### src/rtl/shift_register_right6_pkg.sv
// Shared constants and types for the 6-bit right-shift register.
// Stage next-state selection is expressed as an enumerated operation.
package shift_register_right6_pkg;

    localparam int unsigned SR_WIDTH = 6;
    localparam logic [SR_WIDTH-1:0] SR_RESET_VAL = 6'b000000;

    typedef enum logic [0:0] {
        OpShift = 1'b0,
        OpLoad  = 1'b1
    } sr_op_e;

    // Clear is not encoded here; it is applied directly in the stage's flop.
    function automatic sr_op_e sr_op_sel(input logic load_en);
        sr_op_e op;
        op = OpShift;
        if (load_en) begin
            op = OpLoad;
        end
        return op;
    endfunction

endpackage

### src/rtl/shift_register_right6_sr_stage.sv
// Single shift-register stage: synchronous active-low clear, then load, else shift-in.
// True and complemented outputs are both derived from the one stored bit.
module sr_stage
    import shift_register_right6_pkg::*;
(
    input  logic clk_i,
    input  logic clear_ni,
    input  logic load_i,
    input  logic preset_i,
    input  logic shift_i,
    output logic q_o,
    output logic q_n_o
);

    logic   q_d;
    logic   q_q;
    sr_op_e op;

    always_comb begin
        op  = sr_op_sel(load_i);
        q_d = shift_i;
        unique case (op)
            OpLoad:  q_d = preset_i;
            OpShift: q_d = shift_i;
            default: q_d = shift_i;
        endcase
    end

    always_ff @(posedge clk_i) begin
        if (!clear_ni) begin
            q_q <= SR_RESET_VAL[0];
        end else begin
            q_q <= q_d;
        end
    end

    assign q_o   = q_q;
    assign q_n_o = ~q_q;

endmodule

### src/rtl/shift_register_right6.sv
// 6-bit right-shift register built from six chained sr_stage instances.
// Serial data enters at bit 5 and leaves (discarded) from bit 0.
module shift_register_right6
    import shift_register_right6_pkg::*;
(
    input  logic                clockpulse,
    input  logic                clear,
    input  logic                serial_input,
    input  logic                preset_enable,
    input  logic [SR_WIDTH-1:0] preset,
    output logic [SR_WIDTH-1:0] signal_q,
    output logic [SR_WIDTH-1:0] signal_q_
);

    logic [SR_WIDTH-1:0] shift_in;
    logic [SR_WIDTH-1:0] stage_q;
    logic [SR_WIDTH-1:0] stage_q_n;

    // Each stage takes its neighbour above; the MSB takes the serial input.
    assign shift_in = {serial_input, stage_q[SR_WIDTH-1:1]};

    for (genvar i = 0; i < SR_WIDTH; i++) begin : g_stage
        sr_stage u_stage (
            .clk_i    (clockpulse),
            .clear_ni (clear),
            .load_i   (preset_enable),
            .preset_i (preset[i]),
            .shift_i  (shift_in[i]),
            .q_o      (stage_q[i]),
            .q_n_o    (stage_q_n[i])
        );
    end

    assign signal_q  = stage_q;
    assign signal_q_ = stage_q_n;

endmodule

### config.mk
export PLATFORM = sky130hd
export DESIGN_NAME = shift_register_right6
export DESIGN_NICKNAME = d
export VERILOG_FILES = /design/src/rtl/shift_register_right6_pkg.sv /design/src/rtl/shift_register_right6_sr_stage.sv /design/src/rtl/shift_register_right6.sv
export SDC_FILE = /design/constraint.sdc
export NUM_CORES = 1
export LEC_CHECK = 0
export ABC_AREA = 1
export BUFFER_PORTS_ARGS = -buffer_cell sky130_fd_sc_hd__buf_4
export CAP_MARGIN = 20
export CORE_AREA = 2 2 39 41
export CTS_CLUSTER_DIAMETER = 150
export DETAILED_ROUTE_END_ITERATION = 16
export DIE_AREA = 0 0 41 43
export GPL_ROUTABILITY_DRIVEN = 0
export HOLD_SLACK_MARGIN = 0.02
export REMOVE_ABC_BUFFERS = 1
export SLEW_MARGIN = 20
export SYNTH_ARGS = -nofsm -noshare
export SYNTH_HDL_FRONTEND = slang
export SYNTH_HIERARCHICAL = 1
export SYNTH_SLANG_ARGS = --single-unit
### constraint.sdc
create_clock -name clockpulse -period 0.8 [get_ports clockpulse]
set_input_delay 0.04 -clock clockpulse [delete_from_list [all_inputs] [get_ports clockpulse]]
set_output_delay 0.04 -clock clockpulse [all_outputs]
set_load 0.005 [all_outputs]
==> reports/qor.yml, run 1 <==
yosys:
  synth_edf_count: 0
  synthFlopType: "dfxtp_1"
  synth-seq-area-share_pct: 44.4
  postSynthAreaPerCell_um2: 6.43
  synthesis.area_um2: 270
  yosysTopAreaCell: "dfxtp_1"
  synth.distinct_cells: 5
  synthTopCellsByCount: "12 x inv_1, 12 x nand2_1, 6 x dfxtp_1, 6 x nor2_1, 6 x nor2_2"
  ys_ff_latch: 6
  syn-instance-count: 42
  netlist_top_cells_area: "dfxtp_1 44%, inv_1 17%, nand2_1 17%, nor2_2 14%, nor2_1 8.3%"
  synth_top_area_share_pct: 44.4
  synth_warnings: 6
  async_flop_share_pct: 0
setup_path:
  cpPeakStageDelay_ns: 0.33
  timing.rr.end: "g_stage[3].u_stage/q_o$_SDFF_PN0_"
  cp.depth: 2
  path_max_fanout: 3
  crit_buf_inv: 2
  required_ns: 0.76
  crit_type: "reg2out"
  cp_slowest_cell: "dfxtp_2"
  cp_cell_sequence: "inv_2 -> buf_4"
  start_kind: "register"
  arrival_ns: 0.72
  crit_family: "flip-flops"
  r2r_cells: 2
  crit_path_end_kind: "output port"
  timing.rr.start: "g_stage[4].u_stage/q_o$_SDFF_PN0_"
  r2r_setup_slack_ns: 0.18
sta:
  max_freq_mhz: 1310
  final.setup.tns_ns: 0
  grt_setup_unrepaired: "yes"
  final_hold_viol_count: 0
  worst_slew_margin_rel_pct: 91.6
  final-setup-viol-count: 0
  worstMarginPinSlew_ns: 0.126
  finClkSkew_ns: 0.00325
  period_needed_ns: 0.763
  slew_violations: 0
  whs_ns: 0.0328
  fin_crit_sh_pct: 95.4
floorplan:
  dieWidth_um: 41
  row_count: 14
  core_um2: 1380
  boundaryPins: 22
  initial_utilization_pct: 19.5
  die_area_um2: 1760
  fp.dieH_um: 43
power_and_ir_drop:
  power_density_nw_per_um2: 1620
  ir_drop_v: 0.000645
  leakagePower_nw: 0.274
routing:
  wl_um: 603
  wl_per_cell_um: 7.35
  drtPass1Iterations: 2
  drt.antenna.violating_nets: 0
  drcViolationCount: 0
  dr_total_vias: 300
  drt_first_iter_violations: 1
  vias_per_cell: 3.66
global_routing:
  grt_max_degree: 13
  grt_pass1_vias: 258
  grt-ovfl-total: 0
  grt_usage_pct: 8.22
  grt_pass1_wl_um: 931
  antenna_found_initial: 0
cts:
  clock_sinks: 6
  clkLatencyLatePin_ns: 0.24
  clk_pin_slew_ns: 0.04
  cts_buffers: 3
  cts_root_buf: "clkbuf_4"
  cts.htree.levels: 1
  clk_path_buf_depth: 2
  tritoncts: "yes"
final_layout:
  fill_cells: 160
  nNetsFinal: 78
  drive_gt1_share_pct: 60.6
  design_area_um2: 488
  area_growth_pct: 80.6
  diodes: 0
  largest_reg_flops: 6
place:
  portBuffers: 21
  post-dp-hpwl_um: 451
  dpl-instance-area_um2: 448
flow_run:
  maxCapViolCount: 0
hold_path:
  hp-class: "in2reg"
  hold_end: "g_stage[5].u_stage/q_o$_SDFF_PN0_"
  min_from: "serial_input"
  hold_path_depth: 3
run_status:
  status: "completed"
worst max-delay path by stage:
stage	start	end
finish	g_stage[5].u_stage/q_o$_SDFF_PN0_	signal_q_[5]
global route	g_stage[4].u_stage/q_o$_SDFF_PN0_	signal_q_[4]
CTS	g_stage[5].u_stage/q_o$_SDFF_PN0_	signal_q_[5]
detailed placement	g_stage[4].u_stage/q_o$_SDFF_PN0_	g_stage[3].u_stage/q_o$_SDFF_PN0_
global placement	g_stage[1].u_stage/q_o$_SDFF_PN0_	g_stage[0].u_stage/q_o$_SDFF_PN0_
floorplan	g_stage[1].u_stage/q_o$_SDFF_PN0_	g_stage[0].u_stage/q_o$_SDFF_PN0_
power breakdown:
group | internal, mW | total (mW) | switching [mW]
clock | 0.169 | 0.275 | 0.105
sequential | 0.325 | 0.341 | 0.0163
combinational | 0.106 | 0.175 | 0.0690
area by class of cell:
| cell class | count | area (um2) | area share (%) |
|---|---|---|---|
| Inverter | 12 | 45.0 | 9.23 |
| Tap cell | 16 | 20.0 | 4.10 |
| Sequential cell | 6 | 126 | 25.9 |
| Timing Repair Buffer | 21 | 169 | 34.6 |
| Multi-Input combinational cell | 24 | 105 | 21.5 |
| Clock buffer | 3 | 22.5 | 4.62 |
logic make-up after synthesis:
family | Yosys count | share of synthesized area, %
flip-flops | 6 | 44.4
buffers and inverters | 12 | 16.7
AND/OR/NAND/NOR | 24 | 38.9
placed cells by master (no fill, tap or decap):
cell and n:
buf_4 18, nand2_1 12, inv_1 7, nor2_1 6
nor2_2 6, inv_2 5, dfxtp_2 5, clkbuf_4 3
buf_6 3, dfxtp_1 1
stage by stage:
step / util [%] / setup WS (ns) / cells / power, mW
after floorplan: - / 0.216 / 42 / 0.398
after global placement: 32.4 / 0.208 / 79 / 0.507
after detailed placement: 32.4 / 0.203 / 79 / 0.508
after CTS: 34.4 / 0.000513 / 82 / 0.801
after global routing: 35.3 / -0.0172 / 82 / 0.855
final: 35.3 / 0.0365 / 82 / 0.791
routing by layer:
metal  wire [um]  track usage, %  part of all wire, %
met1         250            7.69                   41
met2         305            12.5                   51
met3          47            1.57                  7.8
met4           0            10.0                    0
met5           0               0                    0
what timing repair did:
action / in CTS / in global routing
resized for setup: 4 / 9
setup buffers: 0 / 0
hold buffers: 0 / 0
endpoints found under the setup margin: 4 / 5
worst register-to-register path, delay by kind of cell (launching register included):
family | cells | cell delay [ns]
DFF | 1 | 0.33
and+or+nand+nor | 2 | 0.18
No activity file was read; power rests on OpenSTA's default activity.
==> run 2, diff against run 1 <==
--- a/config.mk
+++ b/config.mk
@@ -5,7 +5,6 @@
 export SDC_FILE = /design/constraint.sdc
 export NUM_CORES = 1
 export LEC_CHECK = 0
-export ABC_AREA = 1
 export BUFFER_PORTS_ARGS = -buffer_cell sky130_fd_sc_hd__buf_4
 export CAP_MARGIN = 20
 export CORE_AREA = 2 2 39 41
==> reports/qor.yml, run 2 <==
sta:
  worst_slew_margin_rel_pct: 91.2
  final_hold_viol_count: 0
  slew_violations: 0
  grt_setup_unrepaired: "no"
  max_freq_mhz: 1300
  period_needed_ns: 0.770
  worstMarginPinSlew_ns: 0.129
  setup_slack_ns: 0.0297
  final-setup-viol-count: 0
  finClkSkew_ns: 0.00206
  whs_ns: 0.0494
  fin_crit_sh_pct: 96.3
  final.setup.tns_ns: 0
yosys:
  synthTopCellsByCount: "6 x dfxtp_1, 6 x inv_1, 6 x mux2i_1, 6 x nor2b_1"
  synthesis.area_um2: 240
  synth_warnings: 6
  ys_ff_latch: 6
  synth-seq-area-share_pct: 50.0
  syn-instance-count: 24
  synth_top_area_share_pct: 50.0
  netlist_top_cells_area: "dfxtp_1 50%, mux2i_1 25%, nor2b_1 16%, inv_1 9.4%"
  synthFlopType: "dfxtp_1"
  postSynthAreaPerCell_um2: 10.0
  synth_edf_count: 0
  synth.distinct_cells: 4
  async_flop_share_pct: 0
  yosysTopAreaCell: "dfxtp_1"
routing:
  drtPass1Iterations: 1
  vias_per_cell: 3.78
  drt_first_iter_violations: 0
  wl_per_cell_um: 8.45
  drt.antenna.violating_nets: 0
  dr_total_vias: 242
  wl_um: 541
  drcViolationCount: 0
place:
  dpl-instance-area_um2: 418
  portBuffers: 21
  place_inst: 61
  place_ws_ns: 0.178
global_routing:
  grt-ovfl-total: 0
  antenna_found_initial: 0
  grt_pass1_wl_um: 717
  grt_pass1_vias: 190
  grt_usage_pct: 6.74
  grt_max_degree: 7
final_layout:
  mostFrequentLayoutCell: "buf_4"
  final_core_utilization_pct: 32.8
  drive_gt1_share_pct: 64.6
  multiInputGateArea_um2: 97.6
  area_growth_pct: 89.1
  regArea_um2: 126
  largest_reg_flops: 6
  fill_cells: 143
  diodes: 0
  fin_cells: 64
  nNetsFinal: 60
  final_cell_mix: "19 x buf_4, 6 x mux2i_1, 6 x nor2b_1, 5 x dfxtp_2, 4 x inv_1"
  design_area_um2: 454
floorplan:
  core_um2: 1380
  dieWidth_um: 41
  fp.dieH_um: 43
  initial_utilization_pct: 17.4
  die_area_um2: 1760
  boundaryPins: 22
  row_count: 14
setup_path:
  crit_path_end_kind: "output port"
  start_kind: "register"
  crit_buf_inv: 2
  arrival_ns: 0.73
  r2r_setup_slack_ns: 0.18
  cpPeakStageDelay_ns: 0.33
  timing.rr.end: "g_stage[4].u_stage/q_o$_SDFF_PN0_"
  path_max_fanout: 3
  timing.rr.start: "g_stage[5].u_stage/q_o$_SDFF_PN0_"
  r2r_cells: 2
  crit_type: "reg2out"
  crit_family: "flip-flops"
  cp_cell_sequence: "inv_1 -> buf_4"
  required_ns: 0.76
  cp_slowest_cell: "dfxtp_2"
power_and_ir_drop:
  power_density_nw_per_um2: 1650
  ir_drop_v: 0.000816
  leakagePower_nw: 0.228
  power.total_mw: 0.749
cts:
  cts_buffers: 3
  clk_pin_slew_ns: 0.04
  clock_sinks: 6
  cts.htree.levels: 1
  clk_path_buf_depth: 2
  cts_root_buf: "clkbuf_4"
  tritoncts: "yes"
  clkLatencyLatePin_ns: 0.24
hold_path:
  hold_path_depth: 2
  min_from: "clear"
  hold_end: "g_stage[5].u_stage/q_o$_SDFF_PN0_"
  hp-class: "in2reg"
flow_run:
  maxCapViolCount: 0
run_status:
  status: "completed"
==> run 2: cell count changes after synthesis <==
cell | before | now
nor2b_1 | 0 | 6
inv_1 | 12 | 6
mux2i_1 | 0 | 6
nor2_2 | 6 | 0
nor2_1 | 6 | 0
nand2_1 | 12 | 0
==> run 2: report_power, final <==
group	switching, mW	internal (mW)	leakage [nW]
Combinational	0.0457	0.0980	0.162
Sequential	0.0135	0.322	0.0513
Clock	0.101	0.169	0.0138
==> run 2: how the worst max path moves through the flow <==
stage                                           start                                end  slack, ns  cells past startpoint
finish              g_stage[4].u_stage/q_o$_SDFF_PN0_                       signal_q_[4]       0.03                      2
global route        g_stage[5].u_stage/q_o$_SDFF_PN0_                       signal_q_[5]      0.002                      2
CTS                 g_stage[2].u_stage/q_o$_SDFF_PN0_                       signal_q_[2]      0.004                      2
detailed placement  g_stage[2].u_stage/q_o$_SDFF_PN0_  g_stage[1].u_stage/q_o$_SDFF_PN0_       0.18                      2
global placement    g_stage[5].u_stage/q_o$_SDFF_PN0_  g_stage[4].u_stage/q_o$_SDFF_PN0_       0.18                      2
floorplan           g_stage[1].u_stage/q_o$_SDFF_PN0_  g_stage[0].u_stage/q_o$_SDFF_PN0_       0.22                      2
==> run 2: kinds of logic (layout without fill, tap and decap cells) <==
group / Yosys count / count (layout) / synth area share [%]
multiplexers: 6 / 6 / 25.0
flip-flops: 6 / 6 / 50.0
AND/OR/NAND/NOR: 6 / 6 / 15.6
buffers and inverters: 6 / 30 / 9.37
==> run 2: final cells by class <==
type / count / area share [%]
clock buffers: 3 / 4.96
well taps: 16 / 4.41
multi-input cells: 12 / 21.5
repair buffers: 21 / 36.4
flip-flops and latches: 6 / 27.8
inverters: 6 / 4.96
==> run 2: repair_timing <==
item,4_1_cts,5_1_grt
resized for setup,3,6
hold buffers,0,0
pin swaps,0,0
setup endpoints to repair,3,4
setup buffers,0,0
==> run 2: layer usage <==
metal	vias to the layer above	global-route usage (%)	wire length (um)
met5	-	0	0
met4	0	2.00	0
met3	0	7.85	91
met2	19	8.75	247
met1	103	6.80	202
li1	120	-	-
==> run 3, diff against run 2 <==
==> constraint.sdc (replaced) <==
create_clock -name clockpulse -period 0.9 [get_ports clockpulse]
set_input_delay 0.045 -clock clockpulse [delete_from_list [all_inputs] [get_ports clockpulse]]
set_output_delay 0.045 -clock clockpulse [all_outputs]
set_load 0.005 [all_outputs]
==> reports/qor.yml, run 3 (same netlist as run 2, synthesis figures left out) <==
run_status:
  status: "completed"
sta:
  fin_crit_sh_pct: 90.9
  grt_setup_unrepaired: "no"
  finClkSkew_ns: 0.00304
  worstMarginPinSlew_ns: 0.132
  worst_slew_margin_rel_pct: 90.9
  final_hold_viol_count: 0
  final-setup-viol-count: 0
  period_needed_ns: 0.818
  slew_violations: 0
  max_freq_mhz: 1220
  final.setup.tns_ns: 0
cts:
  cts_buffers: 3
  clkLatencyLatePin_ns: 0.24
  clk_pin_slew_ns: 0.04
  cts_setup_buffers: 0
  clock_sinks: 6
  ctsResizeCount: 0
  hold_buffers: 0
  tritoncts: "yes"
  cts_root_buf: "clkbuf_4"
  cts.htree.levels: 1
  clk_path_buf_depth: 2
power_and_ir_drop:
  p_seq_share_pct: 44.7
  leakagePower_nw: 0.223
  switching_share_pct: 21.6
  combPwrFrac_pct: 18.7
  switchingPower_mw: 0.143
  ir_drop_v: 0.000721
  power_density_nw_per_um2: 1500
  internal_power_mw: 0.518
  power_frac_clock_pct: 36.6
hold_path:
  hp-class: "in2reg"
final_layout:
  mostFrequentLayoutCell: "buf_4"
  nNetsFinal: 60
  design_area_um2: 440
  fin_cells: 64
  largest_reg_flops: 6
  diodes: 0
  drive_gt1_share_pct: 50.0
  final_cell_mix: "21 x buf_4, 6 x mux2i_1, 6 x nor2b_1, 6 x inv_1, 6 x dfxtp_1"
  area_growth_pct: 83.3
global_routing:
  grt_max_degree: 7
  grt-ovfl-total: 0
  grt_pass1_vias: 190
  grt_pass1_wl_um: 717
  grt_usage_pct: 6.74
  antenna_found_initial: 0
setup_path:
  start_kind: "register"
  crit_path_end_kind: "output port"
  path_max_fanout: 3
  crit_type: "reg2out"
  arrival_ns: 0.77
  required_ns: 0.85
floorplan:
  die_area_um2: 1760
  dieWidth_um: 41
  row_count: 14
  initial_utilization_pct: 17.4
  boundaryPins: 22
  fp.dieH_um: 43
  core_um2: 1380
routing:
  vias_per_cell: 3.83
  wl_um: 544
  drt_first_iter_violations: 1
  wl_per_cell_um: 8.50
  drcViolationCount: 0
  drt.antenna.violating_nets: 0
  drtPass1Iterations: 4
  dr_total_vias: 245
place:
  place_inst: 61
  dpl-instance-area_um2: 418
  portBuffers: 21
flow_run:
  maxCapViolCount: 0
## run 3: power by group through the flow
stage | Clock [mW] | Combinational [mW] | Sequential, mW
6_report | 0.242 | 0.123 | 0.295
5_1_grt | 0.271 | 0.135 | 0.296
4_1_cts | 0.254 | 0.126 | 0.295
3_5_place_dp | 0 | 0.125 | 0.300
3_3_place_gp | 0 | 0.124 | 0.299
2_1_floorplan | 0 | 0.0352 | 0.300
## run 3: layout make-up
class | instances | area (um2)
Tap cell | 16 | 20.0
Clock buffer | 3 | 22.5
Inverter | 6 | 22.5
Fill cell | 150 | 943
Sequential cell | 6 | 120
Timing Repair Buffer | 21 | 158
Multi-Input combinational cell | 12 | 97.6
## run 3: final timing paths
kind                                           from                                 to  slack (ns)  depth (start not counted)
setup / recovery  g_stage[5].u_stage/q_o$_SDFF_PN0_                       signal_q_[5]        0.08                          2
hold / removal                         serial_input  g_stage[5].u_stage/q_o$_SDFF_PN0_        0.05                          3
setup reg to reg  g_stage[5].u_stage/q_o$_SDFF_PN0_  g_stage[4].u_stage/q_o$_SDFF_PN0_        0.28                          2
hold reg to reg   g_stage[3].u_stage/q_o$_SDFF_PN0_  g_stage[2].u_stage/q_o$_SDFF_PN0_        0.54                          2
## run 3: critical path: stages, from the launching register on
cell	delay (ns)
dfxtp_1	0.35
inv_1	0.05
buf_4	0.13
## run 3: through the flow
stage / utilization, % / total power, mW / hold slack (ns) / worst slack [ns]
final: 31.8 / 0.660 / 0.0526 / 0.0821
after global routing: 31.8 / 0.702 / 0.0592 / 0.0334
after CTS: 31.8 / 0.674 / 0.0487 / 0.0731
after detailed placement: 30.2 / 0.425 / 0.304 / 0.278
after global placement: 30.2 / 0.423 / 0.301 / 0.276
after floorplan: - / 0.335 / 0.173 / 0.316
## run 3: layer usage
layer / up-vias / global-route usage, % / share of wire [%] / wire length, um
li1: 120 / - / - / -
met1: 104 / 6.80 / 35 / 188
met2: 21 / 8.75 / 46 / 250
met3: 0 / 7.85 / 19 / 106
met4: 0 / 2.00 / 0 / 0
met5: - / 0 / 0 / 0
